--- config.mk ---
export PLATFORM = sky130hd
export DESIGN_NAME = mux_tree_pipe
export DESIGN_NICKNAME = d
export VERILOG_FILES = /design/src/rtl/mux_tree_pipe.sv
export SDC_FILE = /design/constraint.sdc
export NUM_CORES = 1
export LEC_CHECK = 0
export ABC_CLOCK_PERIOD_IN_PS = 1550
export BUFFER_PORTS_ARGS = -buffer_cell sky130_fd_sc_hd__buf_2
export CORE_MARGIN = 3
export CORE_UTILIZATION = 47
export DETAILED_ROUTE_END_ITERATION = 6
export GPL_TIMING_DRIVEN = 0
export PLACE_DENSITY = 0.78
export SYNTH_ARGS = -nofsm -noshare
export SYNTH_HDL_FRONTEND = slang
export SYNTH_SLANG_ARGS = --single-unit
export TNS_END_PERCENT = 1
--- constraint.sdc ---
create_clock -name clk -period 1.55 [get_ports clk]
set_input_delay 0.2325 -clock clk [delete_from_list [all_inputs] [get_ports clk]]
set_output_delay 0.2325 -clock clk [all_outputs]
set_load 0.02 [all_outputs]
--- src/rtl/mux_tree_pipe.sv ---
// Pipelined N:1 mux tree built from 2:1 stages with one register rank per level; select and valid
// travel with the data. Optional round-robin auto-scan select is built when MUX_TREE_SCAN_EN is defined.
module mux_tree_pipe #(
  parameter int WIDTH    = 8,
  parameter int CHANNELS = 8,
  parameter int SELW     = $clog2(CHANNELS)
) (
  input  logic                      clk,
  input  logic                      rst,
  input  logic                      en,
  input  logic [CHANNELS*WIDTH-1:0] in_data,
  input  logic [SELW-1:0]           in_sel,
  input  logic                      in_valid,
  input  logic                      scan,
  output logic [WIDTH-1:0]          out_data,
  output logic [SELW-1:0]           out_sel,
  output logic                      out_valid
);

  localparam int LEAVES = 1 << SELW;
  localparam int HALF   = LEAVES / 2;

  logic [WIDTH-1:0] w_leaf [LEAVES];
  logic [SELW-1:0]  w_sel;

  // Leaves beyond the last real channel read as zero, so out-of-range selects yield zero data.
  for (genvar c = 0; c < LEAVES; c++) begin : g_leaf
    if (c < CHANNELS) begin : g_real
      assign w_leaf[c] = in_data[c*WIDTH +: WIDTH];
    end else begin : g_pad
      assign w_leaf[c] = {WIDTH{1'b0}};
    end
  end

`ifdef MUX_TREE_SCAN_EN
  logic [SELW-1:0] r_scan_cnt;

  // Round-robin channel counter; advances only when it actually supplies an accepted word.
  always_ff @(posedge clk) begin
    if (rst) begin
      r_scan_cnt <= '0;
    end else if (en && scan && in_valid) begin
      if (r_scan_cnt == SELW'(CHANNELS - 1)) begin
        r_scan_cnt <= '0;
      end else begin
        r_scan_cnt <= r_scan_cnt + SELW'(1);
      end
    end
  end

  assign w_sel = scan ? r_scan_cnt : in_sel;
`else
  logic w_unused_scan;
  assign w_unused_scan = scan;
  assign w_sel         = in_sel;
`endif

  for (genvar k = 0; k < SELW; k++) begin : g_lvl
    localparam int N = HALF >> k;
    logic [WIDTH-1:0] r_word [N];
    logic [SELW-1:0]  r_sel;
    logic             r_valid;

    if (k == 0) begin : g_first
      // Leaf level: pairs of channels steered by select bit 0.
      always_ff @(posedge clk) begin
        if (rst) begin
          for (int j = 0; j < N; j++) begin
            r_word[j] <= {WIDTH{1'b0}};
          end
          r_sel   <= '0;
          r_valid <= 1'b0;
        end else if (en) begin
          for (int j = 0; j < N; j++) begin
            r_word[j] <= w_sel[0] ? w_leaf[2*j+1] : w_leaf[2*j];
          end
          r_sel   <= w_sel;
          r_valid <= in_valid;
        end
      end
    end else begin : g_next
      // Inner level: reduce the previous rank using the select bit carried alongside it.
      always_ff @(posedge clk) begin
        if (rst) begin
          for (int j = 0; j < N; j++) begin
            r_word[j] <= {WIDTH{1'b0}};
          end
          r_sel   <= '0;
          r_valid <= 1'b0;
        end else if (en) begin
          for (int j = 0; j < N; j++) begin
            r_word[j] <= g_lvl[k-1].r_sel[k] ? g_lvl[k-1].r_word[2*j+1] : g_lvl[k-1].r_word[2*j];
          end
          r_sel   <= g_lvl[k-1].r_sel;
          r_valid <= g_lvl[k-1].r_valid;
        end
      end
    end
  end

  assign out_data  = g_lvl[SELW-1].r_word[0];
  assign out_sel   = g_lvl[SELW-1].r_sel;
  assign out_valid = g_lvl[SELW-1].r_valid;

endmodule

== Word-level counts from Yosys, hierarchy flattened ==
Memory sizes are Yosys's and may differ from the RTL's.
Cells that the tools add are included.

* Register bits after elaboration: 12
* Bits in latches: 0
* RAM bits: 56
* Memory bits (read-only): 0
* Input bits: 72
* Output and inout bits: 12
* Word-level logic and storage cells: 36
* Memories kept: 3

* Add/sub/neg operators: 0
* Multipliers: 0
* Divide/modulo/power cells: 0
* $lt $le $gt $ge: 0
* Equal/unequal tests: 0
* Shifts and indexed selects: 0
* Muxes and demuxes: 20
* Bitwise operators: 6
* Reduce and logical (&&, ||, !) cells: 1

{| class="wikitable"
|+ Memory list
! memory !! words !! bits a word !! read ports !! clocked after Yosys merged registers in !! write ports !! RTL line !! RTL
|-
| g_lvl[0].r_word || 4 || 8 || 4 || 0 || 4 || 60 || <nowiki>logic [WIDTH-1:0] r_word [N];</nowiki>
|-
| g_lvl[1].r_word || 2 || 8 || 2 || 0 || 2 || 60 ||
|-
| g_lvl[2].r_word || 1 || 8 || 1 || 0 || 1 || 60 ||
|}

{| class="wikitable"
|+ Operator list
! operator !! number
|-
| 2-to-1 mux 8 bit || 14
|-
| OR reduction 8 bit || 1
|-
| 2-to-1 mux 1 bit || 6
|-
| OR 1 bit || 6
|}

== Logic depth before layout (Yosys ltp) ==
* Depth in word-level cells: 5
* Gate-level depth with buffers: 5
* Depth with buffers taken out: 2

== Worst setup path after synthesis ==
Ideal clock, no wire load.

* Path type: in2reg
* Start: in en
* End: mem g_lvl[0].r_word[0][0] (enable)
* Setup time: 389 ps
* Arrival time: 1286 ps
* Required time: 1161 ps
* Setup slack: -125 ps
* Cell stages on the path: 3
* Path buffers: 2
* Cell sequence: buf_4 buf_6 or2_2

{| class="wikitable"
|+ RTL lines
! item !! RTL line !! RTL
|-
| start: declaration || 10 || <nowiki>input logic en,</nowiki>
|-
| end: declaration || 60 ||
|}

==> flow_summary.ini <==
[logic_synthesis]
synth.area.top_cells = edfxtp_1 (55%), mux2i_1 (22%), dfxtp_1 (7.9%)
synth-seq-cells = 68
yosysSeqAreaShare_pct = 63.1
yosysWarnings = 0
synth_area_um2 = 3050
synthesis.instances = 222
synth_area_leader_cell = edfxtp_1
syn_area_per_cell_um2 = 13.7
syn_nets = 294
synth_cell_types = 11
synth_top_area_share_pct = 55.2

[drt]
viasPerCell = 4.87
firstDrtPassIters = 4
via_count = 1912
route.detailed.drc = 0
first_iter_violations = 105
drt-total-wl_um = 5450
ant_nets = 0
wl_per_cell_um = 13.9

[clock_network]
postCtsSetupRepairBufs = 0
cts_sinks = 68
ctsResizeCount = 0
clockBufferDepth = 2
h-tree-depth = 3
cts_tree = done
clock_latency_ps = 330
cts_buffers = 9
path_clk_slew_ps = 70
postCtsHoldBufs = 0
cts-root-buf = clkbuf_8

[power]
design_power_total_w = 0.00375
peakVddDrop_mv = 0.537
pwr_density_cell_nw_per_um2 = 1010
p_leak_nw = 1.64

[grt]
grt_pass1_vias = 1796
antenna_found_initial = 0
track_usage_pct = 15.1
grt_max_degree = 57
grt-ovfl-total = 0
grt_busiest_layer = met2
grt_use_met2_pct = 24.5
grt_pass1_wl_um = 8360
met1_usage_pct = 19.1
grt_util_met3_pct = 2.85

[floorplan]
ioPinCount = 84
num_rows = 28
design.core.area_um2 = 6100
die_x_um = 86.5
dieArea_um2 = 7490
start_util_pct = 50.0
fp.dieH_um = 86.5

[sta]
rsz0062_at_grt = false
tightestPinTransition_ps = 735
hold-worst-slack_ps = 118
max_freq_ghz = 0.764
worst_slack_ps = 241
slew_headroom_pct = 51.0
hold_viol = 0
report.final.slew_viol_count = 0
fin_crit_sh_pct = 84.4
fin_crit_ps = 1310
fin_worst_skew_ps = 5.18
setup_viol = 0

[hold_path]
hold_start = rst
min_path_type = in -> reg

[critical_path]
startpoint = g_lvl[0].r_sel[1]
arrival_ps = 1390
setup.worst_path.start_class = flip-flop
r2r_start = g_lvl[0].r_sel[1]
cp.required_ps = 1630
critical_path_class = reg -> reg
critical_path.endpoint_type = flip-flop
path_max_fanout = 10

[outcome]
status = completed

[final_layout]
final_area_um2 = 3700
final_nets = 385
multi_input_area_um2 = 983
drive_gt1_share_pct = 37.1
fill_cells = 502
syn_to_final_growth_pct = 21.3
antenna_cells = 0
register_area_um2 = 1920
layout.cells.non_filler = 393

[placement]
place_area_um2 = 3540
preCtsSetupSlack_ps = -36.9
port_buffers = 80
dp.cells = 377
dp_hpwl_um = 3940
place.gp.congestion = 0.796

[run]
drv_cap = 0
[synth_stat cells]
cell,count
mux2i_1,68
buf_4,4
nor2_2,10
buf_2,2
edfxtp_1,56
nand2b_4,1
or2_2,1
dfxtp_1,12
buf_6,9
clkbuf_1,1
nor2_1,58
[path summary, 6_finish.rpt]
| check | end | slack [ps] | cells after the start |
|---|---|---|---|
| worst max-delay path | g_lvl[1].r_word[0][11] | 240 | 4 |
| worst min-delay path | out_sel[1] | 120 | 2 |
| worst max register to register | g_lvl[1].r_word[0][11] | 240 | 4 |
| worst min register to register | out_sel[2] | 490 | 2 |
[cell families (layout without fill, tap and decap cells)]
family / after synthesis / count (layout) / share of synthesized area [%]
flip-flops: 68 / 68 / 63.1
AND/OR/NAND/NOR: 70 / 70 / 9.85
multiplexers: 68 / 68 / 22.3
buffers and inverters: 16 / 112 / 4.76
[placed cells by master, fill, tap and decap left out]
cell      instances
nor2_2           10
mux2i_1          68
clkbuf_1          5
nand2b_4          1
or2_4             1
dfxtp_1          12
nor2_1           58
edfxtp_1         56
buf_4             4
clkinv_2          2
buf_2            82
clkinv_1          1
clkbuf_8          9
buf_6             9
[flip-flops by register name (all words and copies together) (netlist names)]
name and flops:
g_lvl.r_word 56, g_lvl.r_sel 6, out_sel 3, g_lvl.r_valid 2
out_valid 1
[area by class of cell]
type,instances,area share [%]
plain buffers,16,3.93
clock buffers,13,3.76
clock inverters,3,0.372
multi-input cells,138,26.6
flip-flops and latches,68,52.0
well taps,75,2.54
repair buffers,80,10.8
[worst max-delay path: stages (launching register included)]
cell     delay [ps]
dfxtp_1         310
buf_4           210
buf_6           200
mux2i_1         250
nor2_1           80
[stage by stage]
step           setup TNS (ps)  utilization, %
2_1_floorplan               0               -
3_3_place_gp             -582            58.1
3_5_place_dp            -1980            58.1
4_1_cts                     0            60.7
5_1_grt                     0            60.7
6_report                    0            60.7
[layer usage]
layer	routed length [µm]	vias up
met5	0	-
met4	135	0
met3	288	13
met2	2770	59
met1	2260	875
li1	-	965
[report_power, final]
group / switching, W / internal, W
Sequential: 0.0000371 / 0.00212
Clock: 0.000594 / 0.000572
Combinational: 0.000224 / 0.000207
Total: 0.000855 / 0.00290
Power figures use the tool's default switching activity.
